==> src/rtl/lane_div_pkg.sv <==
// Shared types for the lane divider and anything that talks to it.
package lane_div_pkg;

  // Operand/result width of the divider; arbiter DATA_WIDTH must equal this.
  localparam int unsigned DIV_DATA_WIDTH = 32;

  // Opcode selecting the remainder; every other opcode yields the quotient.
  localparam logic [3:0] DIV_OP_REM = 4'h1;

  typedef struct packed {
    logic [1:0]                tag;
    logic [DIV_DATA_WIDTH-1:0] src_0;       // divisor
    logic [DIV_DATA_WIDTH-1:0] src_1;       // dividend
    logic [3:0]                opcode;
    logic                      sign;
    logic [1:0]                exec_index;
  } div_req_t;

  typedef struct packed {
    logic [1:0]                tag;
    logic [DIV_DATA_WIDTH-1:0] data;
    logic [1:0]                exec_index;
  } div_resp_t;

endpackage

==> src/rtl/rr_arbiter.sv <==
// Combinational round-robin arbiter: first set request at or above ptr, wrapping to 0.
module rr_arbiter #(
  parameter int unsigned N = 4
) (
  input  logic [N-1:0]         req,
  input  logic [$clog2(N)-1:0] ptr,
  output logic [N-1:0]         grant,
  output logic [$clog2(N)-1:0] grant_idx
);

  localparam int unsigned IdxW = $clog2(N);

  // Scan N positions starting at ptr and latch the first requester found.
  always_comb begin
    logic            found;
    logic [IdxW-1:0] idx;
    found     = 1'b0;
    idx       = '0;
    grant     = '0;
    grant_idx = '0;
    for (int unsigned off = 0; off < N; off++) begin
      idx = IdxW'((32'(ptr) + off) % N);
      if (!found && req[idx]) begin
        found      = 1'b1;
        grant[idx] = 1'b1;
        grant_idx  = idx;
      end
    end
  end

endmodule

==> src/rtl/lane_div_arbiter.sv <==
// Shares one in-order divider between NUM_REQ requesters. Round-robin picks the
// requester, an ID FIFO remembers who owns each op in flight, and every divider
// response is steered back to its owner one cycle later.
module lane_div_arbiter
  import lane_div_pkg::*;
#(
  parameter int unsigned NUM_REQ    = 4,
  parameter int unsigned ID_DEPTH   = 2,
  parameter int unsigned DATA_WIDTH = DIV_DATA_WIDTH
) (
  input  logic                            clock,
  input  logic                            reset,
  input  logic [NUM_REQ-1:0]              req_valid,
  output logic [NUM_REQ-1:0]              req_ready,
  input  logic [2*NUM_REQ-1:0]            req_tag,
  input  logic [DATA_WIDTH*NUM_REQ-1:0]   req_src_0,
  input  logic [DATA_WIDTH*NUM_REQ-1:0]   req_src_1,
  input  logic [4*NUM_REQ-1:0]            req_opcode,
  input  logic [NUM_REQ-1:0]              req_sign,
  input  logic [2*NUM_REQ-1:0]            req_exec_index,
  output logic                            div_req_valid,
  input  logic                            div_req_ready,
  output logic [1:0]                      div_req_tag,
  output logic [DATA_WIDTH-1:0]           div_req_src_0,
  output logic [DATA_WIDTH-1:0]           div_req_src_1,
  output logic [3:0]                      div_req_opcode,
  output logic                            div_req_sign,
  output logic [1:0]                      div_req_exec_index,
  input  logic                            div_resp_valid,
  input  logic [1:0]                      div_resp_tag,
  input  logic [DATA_WIDTH-1:0]           div_resp_data,
  input  logic [1:0]                      div_resp_exec_index,
  output logic [NUM_REQ-1:0]              resp_valid,
  output logic [1:0]                      resp_tag,
  output logic [DATA_WIDTH-1:0]           resp_data,
  output logic [1:0]                      resp_exec_index,
  output logic                            busy,
  output logic                            err_orphan
);

  localparam int unsigned IdxW = $clog2(NUM_REQ);
  localparam int unsigned PtrW = $clog2(ID_DEPTH);
  localparam int unsigned CntW = $clog2(ID_DEPTH + 1);

  logic [IdxW-1:0]    rr_ptr_q;
  logic [IdxW-1:0]    id_fifo_q [ID_DEPTH];
  logic [PtrW-1:0]    rd_q, wr_q;
  logic [CntW-1:0]    cnt_q;
  logic [NUM_REQ-1:0] resp_valid_q;
  div_resp_t          resp_q;
  logic               err_orphan_q;

  logic [NUM_REQ-1:0] cand, grant;
  logic [IdxW-1:0]    grant_idx;
  logic               full, push, pop;
  div_req_t           req_mux;

  // Full is judged on the registered count only, so a same-cycle pop never opens
  // the gate and there is no combinational path from the response to req_ready.
  assign full = (cnt_q == CntW'(ID_DEPTH));
  assign cand = req_valid & {NUM_REQ{~full & reset}};

  rr_arbiter #(
    .N(NUM_REQ)
  ) u_rr_arbiter (
    .req      (cand),
    .ptr      (rr_ptr_q),
    .grant    (grant),
    .grant_idx(grant_idx)
  );

  assign div_req_valid = |cand;
  assign req_ready     = grant & {NUM_REQ{div_req_ready}};
  assign push          = div_req_valid & div_req_ready;
  assign pop           = div_resp_valid & (cnt_q != '0);

  // Forward the grantee's payload; drive zeros when nothing is offered.
  always_comb begin
    req_mux = '0;
    if (div_req_valid) begin
      req_mux.tag        = req_tag[2*int'(grant_idx) +: 2];
      req_mux.src_0      = req_src_0[DATA_WIDTH*int'(grant_idx) +: DATA_WIDTH];
      req_mux.src_1      = req_src_1[DATA_WIDTH*int'(grant_idx) +: DATA_WIDTH];
      req_mux.opcode     = req_opcode[4*int'(grant_idx) +: 4];
      req_mux.sign       = req_sign[grant_idx];
      req_mux.exec_index = req_exec_index[2*int'(grant_idx) +: 2];
    end
  end

  assign div_req_tag        = req_mux.tag;
  assign div_req_src_0      = req_mux.src_0;
  assign div_req_src_1      = req_mux.src_1;
  assign div_req_opcode     = req_mux.opcode;
  assign div_req_sign       = req_mux.sign;
  assign div_req_exec_index = req_mux.exec_index;

  // Round-robin pointer moves just past the grantee on every accepted request.
  always_ff @(posedge clock or negedge reset) begin
    if (!reset) begin
      rr_ptr_q <= '0;
    end else if (push) begin
      rr_ptr_q <= (grant_idx == IdxW'(NUM_REQ - 1)) ? '0 : grant_idx + 1'b1;
    end
  end

  // Owner-ID FIFO; pointers wrap naturally since ID_DEPTH is a power of two.
  always_ff @(posedge clock or negedge reset) begin
    if (!reset) begin
      for (int i = 0; i < int'(ID_DEPTH); i++) id_fifo_q[i] <= '0;
      rd_q  <= '0;
      wr_q  <= '0;
      cnt_q <= '0;
    end else begin
      if (push) begin
        id_fifo_q[wr_q] <= grant_idx;
        wr_q            <= wr_q + 1'b1;
      end
      if (pop) rd_q <= rd_q + 1'b1;
      if (push && !pop)      cnt_q <= cnt_q + 1'b1;
      else if (pop && !push) cnt_q <= cnt_q - 1'b1;
    end
  end

  // Register the response and steer it to the FIFO head's owner; flag orphans.
  always_ff @(posedge clock or negedge reset) begin
    if (!reset) begin
      resp_valid_q <= '0;
      resp_q       <= '0;
      err_orphan_q <= 1'b0;
    end else begin
      resp_valid_q <= pop ? (NUM_REQ'(1) << id_fifo_q[rd_q]) : '0;
      if (div_resp_valid) begin
        resp_q.tag        <= div_resp_tag;
        resp_q.data       <= div_resp_data;
        resp_q.exec_index <= div_resp_exec_index;
      end
      if (div_resp_valid && cnt_q == '0) err_orphan_q <= 1'b1;
    end
  end

  assign resp_valid      = resp_valid_q;
  assign resp_tag        = resp_q.tag;
  assign resp_data       = resp_q.data;
  assign resp_exec_index = resp_q.exec_index;
  assign busy            = (cnt_q != '0) | div_req_valid;
  assign err_orphan      = err_orphan_q;

endmodule
==> config.mk <==
export PLATFORM = sky130hd
export DESIGN_NAME = lane_div_arbiter
export DESIGN_NICKNAME = d
export VERILOG_FILES = /design/src/rtl/lane_div_pkg.sv /design/src/rtl/rr_arbiter.sv /design/src/rtl/lane_div_arbiter.sv
export SDC_FILE = /design/constraint.sdc
export NUM_CORES = 1
export LEC_CHECK = 0
export BUFFER_PORTS_ARGS = -buffer_cell sky130_fd_sc_hd__buf_2
export CORE_AREA = 2 2 175 177
export DETAILED_ROUTE_END_ITERATION = 12
export DIE_AREA = 0 0 177 179
export GPL_TIMING_DRIVEN = 0
export PLACE_DENSITY_LB_ADDON = 0.25
export SYNTH_ARGS = -nofsm -noshare
export SYNTH_HDL_FRONTEND = slang
export SYNTH_SLANG_ARGS = --single-unit
==> constraint.sdc <==
create_clock -name clock -period 3.87 [get_ports clock]
set_clock_uncertainty 0.15 [all_clocks]
set_input_delay 0.387 -clock clock [delete_from_list [all_inputs] [get_ports clock]]
set_output_delay 0.387 -clock clock [all_outputs]
set_load 0.02 [all_outputs]
**Yosys cells after proc, flatten, opt, wreduce, memory -nomap -nowiden**

Index checks and enable logic that the tools add are counted.

- Latch bits: 0
- Logic and storage cells: 111
- Register bits after elaboration: 51
- Bits in writable memories: 0
- ROM bits: 0
- Output and inout port bits: 120
- Memories kept: 0
- Input port bits: 336

- Reduce and logical (&&, ||, !) cells: 20
- Multiplexer cells: 40
- Add/sub/neg operators: 8
- Divide/modulo/power cells: 0
- Magnitude comparators: 12
- Multipliers: 0
- Bitwise gates (word level): 12
- Eq/ne operators: 2
- Shift-type cells: 6

Operators with widths:

| cell | count |
|---|---|
| 128-bit by 8-bit indexed part select with 32-bit output | 2 |
| 73-bit two-way mux | 1 |
| 2-bit two-way mux | 11 |
| 4-bit two-way mux | 5 |
| 16-bit by 5-bit indexed part select with 4-bit output | 1 |
| 8-bit by 4-bit indexed part select with 2-bit output | 2 |
| 2-bit by 3-bit less-than comparator with 1-bit output (second input constant) | 5 |
| 1-bit two-way mux | 12 |
| 4-bit bitwise OR | 3 |
| 1-bit logical AND | 11 |
| 1-bit binary-select mux with 2-bit select | 5 |
| 4-bit bitwise AND | 2 |
| 1-bit demux with 2-bit select | 4 |
| 2-bit by 1-bit greater-or-equal comparator with 1-bit output (second input constant) | 4 |
| 2-bit by 1-bit adder with 2-bit output (second input constant) | 3 |
| 1-bit zero test | 5 |
| 2-bit adder (second input constant) | 2 |
| 4-bit bitwise mux | 1 |
| 2-bit equality test (second input constant) | 2 |
| 2-bit greater-or-equal comparator (second input constant) | 2 |
| 1-bit NOT with 2-bit output | 2 |
| 2-bit nonzero test | 2 |
| 4-bit OR reduction | 1 |
| 1-bit by 2-bit << shifter with 4-bit output (first input constant) | 1 |
| 8 further kinds | 11 |

**Logic depth before layout (Yosys ltp)**

- Depth after elaboration: 19
- Mapped depth: 14
- Depth with buffers taken out: 10

**By module**

From an unflattened synthesis, not the netlist that was laid out.

- Cells, all modules: 360
- Area total of the unflattened synthesis: 4733.3 µm²

By module, submodules not included:

| module | seq. area each (µm²) | area each (µm²) | instances | cells each |
|---|---|---|---|---|
| lane_div_arbiter | 1276.2 | 4314.1 | 1 | 314 |
| rr_arbiter | 0.0 | 419.2 | 1 | 46 |

**Worst setup path after synthesis**

Ideal clock, no wire load.

- Path kind: flip-flop to output port
- Start point: register rr_ptr_q[1]
- End point: output port div_req_src_0[10]
- Arrival: 2.684 ns
- Slack: 0.649 ns
- Path buffers: 4
- Required time: 3.333 ns
- Stages on the path, launching flop included: 12
- Path through: dfrtp_1 -> inv_1 -> ha_1 -> buf_2 -> and3b_1 -> a211oi_1 -> or4b_1 -> o211a_1 -> buf_6 -> buf_6 -> buf_6 -> mux2i_1

- Cells in the longest elaborated chain, start to end: 14
- Elaborated cells between the ends (all ways): 26
- Those cells by class: add/sub (3); shift (1); mux (16); reduce/logical (6)

Ends and longest elaborated chain:

| element | line | source |
|---|---|---|
| from (decl) | lane_div_arbiter.sv:45 | `logic [IdxW-1:0] rr_ptr_q;` |
| from (signal assigned) | lane_div_arbiter.sv:102 | `rr_ptr_q <= (grant_idx == IdxW'(NUM_REQ - 1)) ? '0 : grant_idx + 1'b1;` |
| branches (longest 11 deep; another with 2-bit by 1-bit adder with 2-bit output) | - |  |
| 2-bit two-way mux * | rr_arbiter.sv:23 | `if (!found && req[idx]) begin` |
| 128-bit by 8-bit indexed part select with 32-bit output * | lane_div_arbiter.sv:82 | `req_mux.src_0 = req_src_0[DATA_WIDTH*int'(grant_idx) +: DATA_WIDTH];` |
| 73-bit two-way mux * | lane_div_arbiter.sv:80 | `if (div_req_valid) begin` |
| to (decl) | lane_div_arbiter.sv:24 | `output logic [DATA_WIDTH-1:0] div_req_src_0,` |

Mark *: on every way between the ends. The select of a mux whose other input is x is not followed.

**Final worst setup path**

- Start point: register rr_ptr_q[0]
- End point: output port div_req_src_1[16]

- Cells in the longest elaborated chain, start to end: 14
- Elaborated cells between the ends (all ways): 26
- Those cells by class: add/sub (3); shift (1); mux (16); reduce/logical (6)

Ends and longest elaborated chain:

| element | line | source |
|---|---|---|
| branches (longest 11 deep; another with 2-bit by 1-bit adder with 2-bit output) | - |  |
| 2-bit two-way mux * | rr_arbiter.sv:23 |  |
| 128-bit by 8-bit indexed part select with 32-bit output * | lane_div_arbiter.sv:83 | `req_mux.src_1 = req_src_1[DATA_WIDTH*int'(grant_idx) +: DATA_WIDTH];` |
| 73-bit two-way mux * | lane_div_arbiter.sv:80 |  |
| to (decl) | lane_div_arbiter.sv:25 | `output logic [DATA_WIDTH-1:0] div_req_src_1,` |

Marks and branches as above.

==> flow_summary_export.csv <==
group,metric,value,unit
worst_setup_path,critPathRequiredTime,3.33,ns
cts,htreeDepth,2,
cells_and_area,area_delta_synth_final,56.36,%
cts,cts_buffer_depth,2,
job,cap_violations,0,
worst_setup_path,rrSetupSlack,0.72,ns
global_route,grtUsageTotal,0.1440,
worst_setup_path,reg2reg_to,"rr_ptr_q[1]",
worst_setup_path,crit_fanout,10,
global_route,overflow,0,
timing,fmax,0.2689,GHz
cells_and_area,n_fill_cell,3312,
timing,setup_ws,0.1507,ns
timing,hold_violations,0,
global_route,grt_pass1_vias,5687,
synth,ys_warn_count,0,
synth,ys_top_cells_by_area,"mux2i_1 (42%), dfrtp_1 (24%), and2_1 (8.5%), mux2_2 (8.4%), ha_1 (2.3%)",
placement,dp_cells,1384,
synth,synth_nets,882,
synth,synth_flop_cell,"dfrtp_1",
pwr,clockPowerShare,0.092,
die,io_pins,456,
placement,pre_cts_slack,-0.8192,ns
synth,syn_inst,536,
detailed_routing,wire_per_inst,17.68,µm
worst_setup_path,ff2ff_path_depth,14,
worst_setup_path,cp-end-kind,"primary output",
worst_hold_path,worstHoldStart,"div_resp_data[8]",
pwr,pwr-share-comb,0.761,
timing,tightest_slew,0.6040,ns
synth,synth_area,5364,µm²
detailed_routing,ant_nets,0,
die,die_x,177,µm
synth,synth_edf_count,0,
pwr,switchingPower,2.482,mW
timing,setup-violations-final,0,
timing,finalCritPeriodShare,0.9611,
timing,rsz0062_at_grt,"no",
detailed_routing,route.detailed.drc,0,
synth,yosys.area.top_type,"mux2i_1",
die,die_y,179,µm
timing,fin_hold_ws,0.1767,ns
cts,cts_root_buf,"clkbuf_16",
detailed_routing,vias,5882,
timing,period_needed,3.719,ns
global_route,antenna_found_initial,4,
worst_setup_path,r2r_start,"rr_ptr_q[0]",
detailed_routing,totalWireLength,24680,µm
detailed_routing,drtPass1Iterations,4,
detailed_routing,viasPerCell,4.213,
pwr,power_density,579.9,nW/µm²
synth,synth_seq_cells,51,
cells_and_area,nets,1344,
detailed_routing,first_iter_violations,173,
pwr,p_int,2.381,mW
pwr,seqPwrFrac,0.146,
pwr,peakVddDrop,0.0002044,V
cts,cts_made_buffers,5,
global_route,grt_max_degree,52,
timing,max_slew_margin,0.5973,
cells_and_area,drive_gt1_frac,0.5455,
die,placementRows,64,
cts,clk_pin_slew,0.07,ns
placement,portBuffers,452,
placement,place.gp.congestion,0.8172,
synth,yosysSeqAreaShare,0.2379,
die,dieArea,31680,µm²
cts,cts_tree,"done",
global_route,grt_pass1_wl,34310,µm
worst_hold_path,min_path_cells,2,
die,start_util,0.1786,
cells_and_area,layout.cells.non_filler,1396,
cts,clk_latency,0.29,ns
worst_setup_path,worstPathArrival,3.18,ns
synth,synthDistinctLibCells,47,
die,core_area,30030,µm²
synth,async_reset_ff_frac,1.000,
pwr,power,4.863,mW
worst_hold_path,holdPathEnd,"resp_data[8]",
placement,hpwl,21140,µm
outcome,outcome,"complete, no violations",
cts,clock_sinks,51,
worst_hold_path,hold_path_class,"input port to register",
synth,avgSynthCellArea,10.01,µm²
timing,slew_violations,0,
worst_setup_path,critPathKind,"register to primary output",
synth,yosysTopAreaCellShare,0.4180,
worst_setup_path,start_kind,"register",
pwr,p_leak,5.255,nW
pwr,p_sw_frac,0.5104,
[worst max-delay path by stage]
stage / to / slack, ns / from / depth (start not counted)
final: div_req_src_1[16] / 0.15 / rr_ptr_q[0] / 11
after global routing: div_req_src_0[7] / 0.005 / rr_ptr_q[0] / 10
after global placement: div_req_src_0[21] / -0.88 / reset / 9
after floorplan: div_req_src_0[10] / 0.65 / rr_ptr_q[1] / 11
after CTS: div_req_tag[0] / 0.03 / rr_ptr_q[1] / 12
after detailed placement: div_req_src_0[8] / -0.82 / reset / 9
[cells in the mapped netlist (5+ instances only)]
library cell and count:
buf_6 5, nand3_1 12, nand2_1 5, dfrtp_1 51, inv_1 8, clkbuf_1 11, o21ai_0 5, buf_2 20
mux2i_1 224, ha_1 10, mux2_2 40, and2_1 73, nor2_1 14
[registers in the layout, indices dropped and copies added, names as in the netlist]
name	cells
cnt_q	2
err_orphan	1
id_fifo_q	4
rd_q	1
resp_data	32
resp_exec_index	2
resp_tag	2
resp_valid	4
rr_ptr_q	2
wr_q	1
[critical path: stages (launching register included)]
cell and delay, ns:
dfrtp_2 0.45, inv_2 0.15, ha_1 0.24, buf_2 0.17
and3b_1 0.18, a211oi_2 0.26, or4b_1 0.17, o211a_1 0.16
buf_6 0.11, buf_2 0.36, mux2i_2 0.39, buf_2 0.23
[metrics by stage]
step	setup TNS, ns	util	instance area [µm²]
final	0	0.2793	8387
after global routing	0	0.2792	8384
after CTS	0	0.2788	8372
after detailed placement	-30.63	0.2705	8122
after global placement	-31.80	0.2705	8122
after floorplan	0	-	5364
[cells by family (layout without fill, tap and decap cells)]
logic type | count (synthesis) | after routing | synth area share
muxes | 264 | 264 | 0.5020
and+or+nand+nor | 122 | 122 | 0.1344
DFF | 51 | 51 | 0.2379
buffers and inverters | 51 | 514 | 0.05015
AOI/OAI and AO/OA | 33 | 33 | 0.04409
adders and majority gates | 10 | 10 | 0.02333
xor gates and xnor gates | 5 | 5 | 0.008166
other | 0 | 1 | 0
[layout by cell type, fill, tap and decap left out, types with 2 or more instances in the layout]
cell type,n
dfrtp_1,49
nand2b_1,2
nand4_1,2
mux2i_1,220
buf_6,7
nor4b_1,2
o21ai_0,5
nor3_2,2
nor2_1,14
buf_1,2
clkbuf_1,11
a31oi_1,4
nand3_1,12
o31ai_1,2
xnor2_1,3
mux2_2,40
buf_4,10
nand2_1,5
dfrtp_2,2
o21ai_1,2
clkbuf_16,5
ha_1,10
clkinvlp_4,2
buf_2,465
a21oi_1,4
nor3_1,2
mux2i_2,4
a22oi_1,4
and2_1,73
xor2_1,2
and3b_1,2
inv_1,7
[metal layers]
| layer | vias to the layer above | wire length [µm] | global-route usage |
|---|---|---|---|
| met5 | - | 38 | 0 |
| met4 | 6 | 141 | 0.01894 |
| met3 | 15 | 1872 | 0.03499 |
| met2 | 245 | 12760 | 0.2636 |
| met1 | 2749 | 9865 | 0.1737 |
| li1 | 2867 | - | - |
[what timing repair did]
item / CTS / global route
buffers inserted: 1 / 1
resized for setup: 16 / 2
hold buffers: 2 / 0
hold endpoints to repair: 51 / 0
pin swaps: 0 / 0
setup endpoints to repair: 76 / 28
[power groups by stage]
stage | sequential [mW] | clock, mW | combinational [mW]
floorplan | 0.772 | 0 | 2.38
global placement | 0.728 | 0 | 3.69
detailed placement | 0.731 | 0 | 3.70
CTS | 0.723 | 0.469 | 3.75
global route | 0.730 | 0.494 | 4.00
finish | 0.712 | 0.450 | 3.70
[final cells by class]
| type | count | area, µm² | area share |
|---|---|---|---|
| multi-input cells | 434 | 3850 | 0.4590 |
| well taps | 396 | 495.5 | 0.05908 |
| repair buffers | 456 | 2323 | 0.2770 |
| plain buffers | 41 | 244.0 | 0.02909 |
| inverters | 9 | 37.54 | 0.004476 |
| clock inverters | 2 | 16.27 | 0.001939 |
| flip-flops and latches | 51 | 1279 | 0.1525 |
| clock buffers | 6 | 138.9 | 0.01656 |
| diodes | 1 | 2.502 | 0.0002984 |
No activity file was read; power rests on OpenSTA's default activity.
